**src/rtl/fpu_pkg.sv**
```systemverilog
// Shared constants for the FPU Wishbone register block: register offsets,
// op one-hot bit positions, rounding modes and flag indices.
package fpu_pkg;

  localparam logic [7:0] OFF_A      = 8'h00;
  localparam logic [7:0] OFF_B      = 8'h04;
  localparam logic [7:0] OFF_C      = 8'h08;
  localparam logic [7:0] OFF_RES    = 8'h0C;
  localparam logic [7:0] OFF_FLAGS  = 8'h10;
  localparam logic [7:0] OFF_STATUS = 8'h14;
  localparam logic [7:0] OFF_OP     = 8'h1C;
  localparam logic [7:0] OFF_RM     = 8'h24;

  localparam int unsigned OP_ADD  = 0;
  localparam int unsigned OP_SUB  = 1;
  localparam int unsigned OP_MUL  = 2;
  localparam int unsigned OP_DIV  = 3;
  localparam int unsigned OP_SQRT = 4;
  localparam int unsigned OP_MAC  = 5;
  localparam int unsigned OP_MIN  = 6;
  localparam int unsigned OP_MAX  = 7;
  localparam int unsigned OP_CEQ  = 8;
  localparam int unsigned OP_CLT  = 9;
  localparam int unsigned OP_F2I  = 10;
  localparam int unsigned OP_I2F  = 11;

  typedef enum logic [2:0] {
    RmRne = 3'd0,
    RmRtz = 3'd1,
    RmRdn = 3'd2,
    RmRup = 3'd3,
    RmRmm = 3'd4
  } round_mode_e;

  localparam int unsigned FLAG_NX = 0;
  localparam int unsigned FLAG_UF = 1;
  localparam int unsigned FLAG_OF = 2;
  localparam int unsigned FLAG_DZ = 3;
  localparam int unsigned FLAG_NV = 4;

  // Merge a write into a register, byte k taken from i_new only when sel[k] is set.
  function automatic logic [31:0] apply_sel(input logic [31:0] i_old, input logic [31:0] i_new,
                                            input logic [3:0] i_sel);
    logic [31:0] w_res;
    for (int k = 0; k < 4; k++) begin
      w_res[8*k +: 8] = i_sel[k] ? i_new[8*k +: 8] : i_old[8*k +: 8];
    end
    return w_res;
  endfunction

endpackage

```
**src/rtl/fpu_wb_csr.sv**
```systemverilog
// Wishbone slave register window in front of the single-precision FPU core:
// operand/op/rounding registers out, result/flags/done captured back.
module fpu_wb_csr
  import fpu_pkg::*;
#(
  parameter logic [31:0] BASE_ADDR = 32'h3000_0000,
  parameter int unsigned OP_W      = 12,
  parameter int unsigned FLAG_W    = 5
) (
  input  logic              wb_clk_i,
  input  logic              wb_rst_i,
  input  logic              wbs_cyc_i,
  input  logic              wbs_stb_i,
  input  logic              wbs_we_i,
  input  logic [3:0]        wbs_sel_i,
  input  logic [31:0]       wbs_adr_i,
  input  logic [31:0]       wbs_dat_i,
  output logic              wbs_ack_o,
  output logic [31:0]       wbs_dat_o,
  output logic [31:0]       a,
  output logic [31:0]       b,
  output logic [31:0]       c,
  output logic [OP_W-1:0]   op_in,
  output logic              valid_in,
  output logic              start,
  output logic [2:0]        round_mode,
  input  logic [31:0]       result_i,
  input  logic [FLAG_W-1:0] flags_i,
  input  logic              done_i
);

  logic              r_ack;
  logic [31:0]       r_dat;
  logic [31:0]       r_a, r_b, r_c, r_res;
  logic [OP_W-1:0]   r_op;
  logic              r_valid;
  logic              r_start;
  logic [2:0]        r_rm;
  logic [FLAG_W-1:0] r_flags;
  logic              r_done;

  logic        w_hit, w_req, w_wr;
  logic [7:0]  w_off;
  logic [31:0] w_rdata;
  logic [31:0] w_op_word, w_op_nxt, w_rm_nxt;
  logic        w_valid_nxt;

  assign w_off = wbs_adr_i[7:0];
  assign w_hit = (wbs_adr_i[31:8] == BASE_ADDR[31:8]);
  // The !ack term forces an idle cycle so every transfer gets its own ack.
  assign w_req = wbs_cyc_i & wbs_stb_i & ~r_ack & w_hit;
  assign w_wr  = w_req & wbs_we_i;

  assign w_op_word   = {{(31 - OP_W){1'b0}}, r_valid, r_op};
  assign w_op_nxt    = apply_sel(w_op_word, wbs_dat_i, wbs_sel_i);
  assign w_rm_nxt    = apply_sel({29'b0, r_rm}, wbs_dat_i, wbs_sel_i);
  assign w_valid_nxt = (w_wr && w_off == OFF_OP) ? w_op_nxt[OP_W] : r_valid;

  always_comb begin
    w_rdata = '0;
    case (w_off)
      OFF_A:      w_rdata = r_a;
      OFF_B:      w_rdata = r_b;
      OFF_C:      w_rdata = r_c;
      OFF_RES:    w_rdata = r_res;
      OFF_FLAGS:  w_rdata = {{(32 - FLAG_W){1'b0}}, r_flags};
      OFF_STATUS: w_rdata = {31'b0, r_done};
      OFF_OP:     w_rdata = w_op_word;
      OFF_RM:     w_rdata = {29'b0, r_rm};
      default:    w_rdata = '0;
    endcase
  end

  always_ff @(posedge wb_clk_i) begin
    if (wb_rst_i) begin
      r_ack   <= 1'b0;
      r_dat   <= '0;
      r_a     <= '0;
      r_b     <= '0;
      r_c     <= '0;
      r_res   <= '0;
      r_op    <= '0;
      r_valid <= 1'b0;
      r_start <= 1'b0;
      r_rm    <= '0;
      r_flags <= '0;
      r_done  <= 1'b0;
    end else begin
      r_ack   <= w_req;
      r_valid <= w_valid_nxt;
      r_start <= w_valid_nxt & ~r_valid;
      if (w_req) r_dat <= w_rdata;
      if (w_wr) begin
        case (w_off)
          OFF_A:      r_a  <= apply_sel(r_a, wbs_dat_i, wbs_sel_i);
          OFF_B:      r_b  <= apply_sel(r_b, wbs_dat_i, wbs_sel_i);
          OFF_C:      r_c  <= apply_sel(r_c, wbs_dat_i, wbs_sel_i);
          OFF_STATUS: if (wbs_sel_i[0] && wbs_dat_i[0]) r_done <= 1'b0;
          OFF_OP:     r_op <= w_op_nxt[OP_W-1:0];
          OFF_RM:     r_rm <= w_rm_nxt[2:0];
          default:    ;
        endcase
      end
      // Placed after the bus write so a coincident W1C loses to the set.
      if (done_i) begin
        r_res   <= result_i;
        r_flags <= flags_i;
        r_done  <= 1'b1;
      end
    end
  end

  assign wbs_ack_o  = r_ack;
  assign wbs_dat_o  = r_dat;
  assign a          = r_a;
  assign b          = r_b;
  assign c          = r_c;
  assign op_in      = r_op;
  assign valid_in   = r_valid;
  assign start      = r_start;
  assign round_mode = r_rm;

endmodule

```
**config.mk**
```make
export PLATFORM = sky130hd
export DESIGN_NAME = fpu_wb_csr
export DESIGN_NICKNAME = d
export VERILOG_FILES = /design/src/rtl/fpu_pkg.sv /design/src/rtl/fpu_wb_csr.sv
export SDC_FILE = /design/constraint.sdc
export NUM_CORES = 1
export LEC_CHECK = 0
export CORE_MARGIN = 5
export CORE_UTILIZATION = 46
export DETAILED_ROUTE_END_ITERATION = 10
export PLACE_DENSITY = 0.86
export SKIP_LAST_GASP = 1
export SLEW_MARGIN = 20
export SYNTH_ARGS = -nofsm -noshare
export SYNTH_HDL_FRONTEND = slang
export SYNTH_SLANG_ARGS = --single-unit
```
**constraint.sdc**
```tcl
create_clock -name wb_clk_i -period 2.9 [get_ports wb_clk_i]
set_input_delay 0.725 -clock wb_clk_i [delete_from_list [all_inputs] [get_ports wb_clk_i]]
set_output_delay 0.725 -clock wb_clk_i [all_outputs]
set_load 0.03 [all_outputs]
```
* Yosys cells after proc, flatten, opt, wreduce, memory -nomap -nowiden
Cells that the tools add are included.
** Operators by class
- $add $sub $neg :: 0
- Multiply operators :: 0
- Div/mod/pow operators :: 0
- Order comparisons :: 0
- Equality and inequality tests :: 8
- Shift-type cells :: 0
- Muxes and demuxes :: 7
- Bitwise gates (word level) :: 7
- Reductions and logical operators :: 22
** Operators with widths (count)
- case mux 32 bit (8 select lines) :: 1
- AND reduction 3 bit :: 16
- equality test 24 x 22 -> 1 bit, second input constant :: 1
- equality test 8 x 5 -> 1 bit, second input constant :: 3
- equality test 8 x 4 -> 1 bit, second input constant :: 2
- equality test 8 x 3 -> 1 bit, second input constant :: 1
- equality test 8 x 6 -> 1 bit, second input constant :: 1
- logical NOT 8 bit :: 1
- nonzero test 2 bit :: 3
- AND 1 bit :: 5
- two-way mux 1 bit :: 5
- two-way mux 5 bit :: 1
- logical AND 1 bit :: 2
- NOT 1 bit :: 2
** Word-level totals
- Flip-flop bits (word level) :: 184
- Latch bits :: 0
- Bits in writable memories :: 0
- ROM bits :: 0
- Bits of input ports :: 111
- Output and inout bits :: 146
- Logic and storage cells :: 66
- Memories kept :: 0

* Longest topological paths before layout
- Depth in word-level cells :: 7
- Mapped depth :: 8
- Gate-level depth less buffers :: 5

* Worst setup path before layout
No wires, ideal clock.
- Path type :: in2reg
- Start :: input port wbs_adr_i[19]
- End :: register r_c[0] (netlist: c[0])
- Library setup time :: 128 ps
- Arrival time :: 2377 ps
- Data required time :: 2772 ps
- Slack :: 395 ps
- Stages :: 6
- Buffers on the path :: 1
- Cells stage by stage :: nor4_4 -> nand4_4 -> buf_6 -> nor4_4 -> mux2i_1 -> nor2_1
** Between the ends
- Word-level cells in the longest chain between the ends :: 4
** Ends and longest elaborated chain
- start, declared :: line fpu_wb_csr.sv:16 : input logic [31:0] wbs_adr_i,
- equality test 24 x 22 -> 1 bit :: line fpu_wb_csr.sv:49 : assign w_hit = (wbs_adr_i[31:8] == BASE_ADDR[31:8]);
- AND 1 bit :: line fpu_wb_csr.sv:51 : assign w_req = wbs_cyc_i & wbs_stb_i & ~r_ack & w_hit;
- AND 1 bit :: line fpu_wb_csr.sv:52 : assign w_wr = w_req & wbs_we_i;
- AND reduction 3 bit (no source line)
- end signal, assigned :: line fpu_wb_csr.sv:97 : OFF_C: r_c <= apply_sel(r_c, wbs_dat_i, wbs_sel_i);
- end, declared :: line fpu_wb_csr.sv:34 : logic [31:0] r_a, r_b, r_c, r_res;
No other way between the ends.
A chain may end at the register's enable or synchronous reset.

* Worst setup path in the final report
- Start :: input port wbs_adr_i[7]
- End :: register r_dat[11] (netlist: wbs_dat_o[11])
** Between the ends
- Word-level cells in the longest chain between the ends :: 2
- Elaborated cells between the ends (all ways) :: 9
- Classes of those cells :: eq/ne: 7; mux: 1; reduce/logical: 1
** Ends and longest elaborated chain
- equality test 8 x 6 -> 1 bit, or another cell as far along :: line fpu_wb_csr.sv:61 : case (w_off)
- case mux 32 bit (8 select lines) (*) :: line fpu_wb_csr.sv:61
- end signal, assigned :: line fpu_wb_csr.sv:92 : if (w_req) r_dat <= w_rdata;
- end, declared :: line fpu_wb_csr.sv:33 : logic [31:0] r_dat;
Mark *: on every way between the ends. The rest lies on a longest branch, timed or not.

==> results.md <==
* First-pass DRT Iterations at 5
* Distinct cells, synth at 45
* I/O pin count at 257
* Vias per cell at 5.57
* Asr flop ratio synth at 0%
* Crit path kind: input pin to flip-flop
* Routed len/inst at 20.7 um
* Final Slew Violations at 0
* RSZ-0062 raised after global routing: false
* CP delay by family, top: simple AND/OR/NAND/NOR gates
* Final setup violation count at 0
* Number of synthesized flops with an enable pin at 0
* Largest net degree at the start of global routing at 59
* CTS Sinks at 184
* PostCTS Resize Cnt at 0
* Final hold slack at 471 ps
* Worst setup EP type: flip-flop
* Routed WL at 25.8 mm
* Status: finished clean
* Worst reg-to-reg path cell count at 7
* Max Cap Viol at 0
* Final non-filler cell total at 1243
* WHS Endpoint: wbs_dat_o[19]
* FF-to-FF End: op_in[4]
* Worst-path maximum fanout at 7
* FF-to-FF Start: wbs_ack_o
* Max VDD drop at 405 uV
* Worst-Skew Late Latency at 420 ps
* Area leader, netlist: dfxtp_1
* Most common cell in the netlist: dfxtp_1
* Hold path depth at 1
* Initial DRC Count at 510
* Critical path buffers and inverters at 2
* CP Launch Type: input pin
* Hold buffers post-CTS at 0
* Overall power at 0.00518 W
* Buffers on Ports at 256
* Post-CTS setup buffers at 0
* Setup TNS Final at 0 ps
* Reg2reg setup slack at 930 ps
* Hold Fails Final Rpt at 0
* Vias in the first global route at 7113
* Die width at 140 um
* Post-placement setup slack at -155 ps
* Top cells by count, synth: 184 x dfxtp_1, 164 x nor2_1, 154 x mux2i_1
* CTS root buf: clkbuf_16
* Die height at 140 um
* Worst clock skew at 6.86 ps
* # fillers at 1279
* Fin crit share at 91.5%
* Register area share after synthesis at 47.5%
* Top FF cell, synth: dfxtp_1
* Seq cells post-synth at 184
* Pin slew with the least headroom to its limit at 903 ps
* Netlist area before placement at 7760 um^2
* Initial antenna violation count at 0
* Synth top area share at 47.5%
* First-pass GRT wire length at 40.1 mm
* Via count at 6925
* Crit path largest cell delay at 560 ps
* Critical-path cell list: clkdlybuf4s50_1, nor4_4, buf_4, and2_1, a222oi_1, or2_1, a21oi_1
* Worst Slack Setup Final at 246 ps
* Fmax at 377 MHz
* Power Dens Cells at 448 nW/um^2
* Crit path DAT at 3000 ps
* Total core area at 16600 um^2
* Die area at 19600 um^2
* RePlAce Congestion at 0.878
* CP max stage cell: clkdlybuf4s50_1
* CP Data Required Time at 3250 ps
* Dpl hpwl at 18.6 mm
* Syn nets at 838
* Initial Util at 46.8%
* Fraction of layout instances using a drive strength above 1 at 12.3%
* Syn avg cell area at 10.7 um^2
* Worst Hold Class: flip-flop to flip-flop
* CTS buffer count at 17
* Core Rows at 47
* Tmin final at 2650 ps
* DR DRC count at 0
* Area growth from synthesis to layout at 49.0%
* Clk slew on worst S/H paths at 70 ps
* Warnings from Yosys at 0
* CTS tree: yes
* Slew Limit Headroom at 39.7%
* Ranking of synthesized cells by area: dfxtp_1 47%, mux2i_1 20%, nor2_1 7.9%, nor4_4 4.4%, o2bb2ai_1 3.9%
* Maximum clock path buffer count at 2
* Hold Path Origin: wbs_dat_o[19]
* GR Util All Layers at 25.6%
* GR Overflow Total at 0
* H-tree depth at 4
* Leak at 4.09 nW
* Nets at 1122
* Placed Cells at 1212
* Post-route ant nets at 0
* Mapped Cells at 727
* Ant diodes at 0
==> per-stage QoR <==
stage	area, um^2	util, %
floorplan	7760	-
global placement	11000	66.4
detailed placement	11000	66.4
CTS	11600	69.7
global route	11600	69.7
finish	11600	69.7
==> worst max path at each step <==
stage / from / cells after the start / endpoint
finish: wbs_adr_i[7] / 7 / wbs_dat_o[11]
global route: wbs_adr_i[7] / 7 / wbs_dat_o[11]
CTS: wbs_adr_i[7] / 7 / wbs_dat_o[11]
detailed placement: wbs_adr_i[7] / 7 / wbs_dat_o[11]
global placement: wbs_adr_i[2] / 7 / wbs_dat_o[11]
floorplan: wbs_adr_i[19] / 6 / c[0]
==> cells in the final DEF (no fill, tap or decap), types with 3 or more instances in the layout <==
cell             instances
a221oi_1                21
buf_12                  11
a222oi_1                 7
nor2_1                 164
o2bb2ai_1               35
clkdlybuf4s50_1        254
a21oi_1                  5
and2_1                   3
nor4_4                  18
clkbuf_16               17
a22o_1                  10
clkinv_2                 3
buf_4                   49
inv_1                    3
mux2i_1                154
nand3_1                  3
a22oi_1                 14
nand2_1                  7
nor4b_2                  3
dfxtp_1                184
o21a_1                   3
clkinvlp_4               4
inv_6                    4
a32o_1                   9
==> power by group <==
group	switching, W	total, W	internal, W
sequential	0.0000186	0.00258	0.00256
clock	0.00101	0.00222	0.00121
combinational	0.000184	0.000385	0.000201
==> flip-flops by register name, summed over array words and instances (netlist names), 3 cells and up <==
signal	count
a	32
b	32
c	32
r_res	32
wbs_dat_o	32
op_in	12
r_flags	5
round_mode	3
==> final cells by class <==
cell class	instances	area (um^2)	area share, %
inverter	3	11.3	0.0974
clock buffer	18	439	3.80
clock inverter	13	119	1.03
multi-input combinational	490	3900	33.7
sequential	184	3680	31.8
tap	220	275	2.38
timing repair buffer	315	3140	27.1
==> cells by family (layout without fill, tap and decap cells) <==
group	count (synthesis)	in the layout	share of synthesized area, %
multiplexers	158	158	20.7
buffers and inverters	53	349	2.85
AND/OR/NAND/NOR	221	221	16.8
flip-flops	184	184	47.5
AO/OA/AOI/OAI	111	111	12.1
==> metal layers <==
layer,up-vias,track usage (%),wire [um]
li1,3237,-,-
met5,-,0,0
met1,3348,32.6,10800
met4,0,7.85,606
met3,48,4.60,1620
met2,292,44.2,12700
No activity file was read; power rests on OpenSTA's default activity.
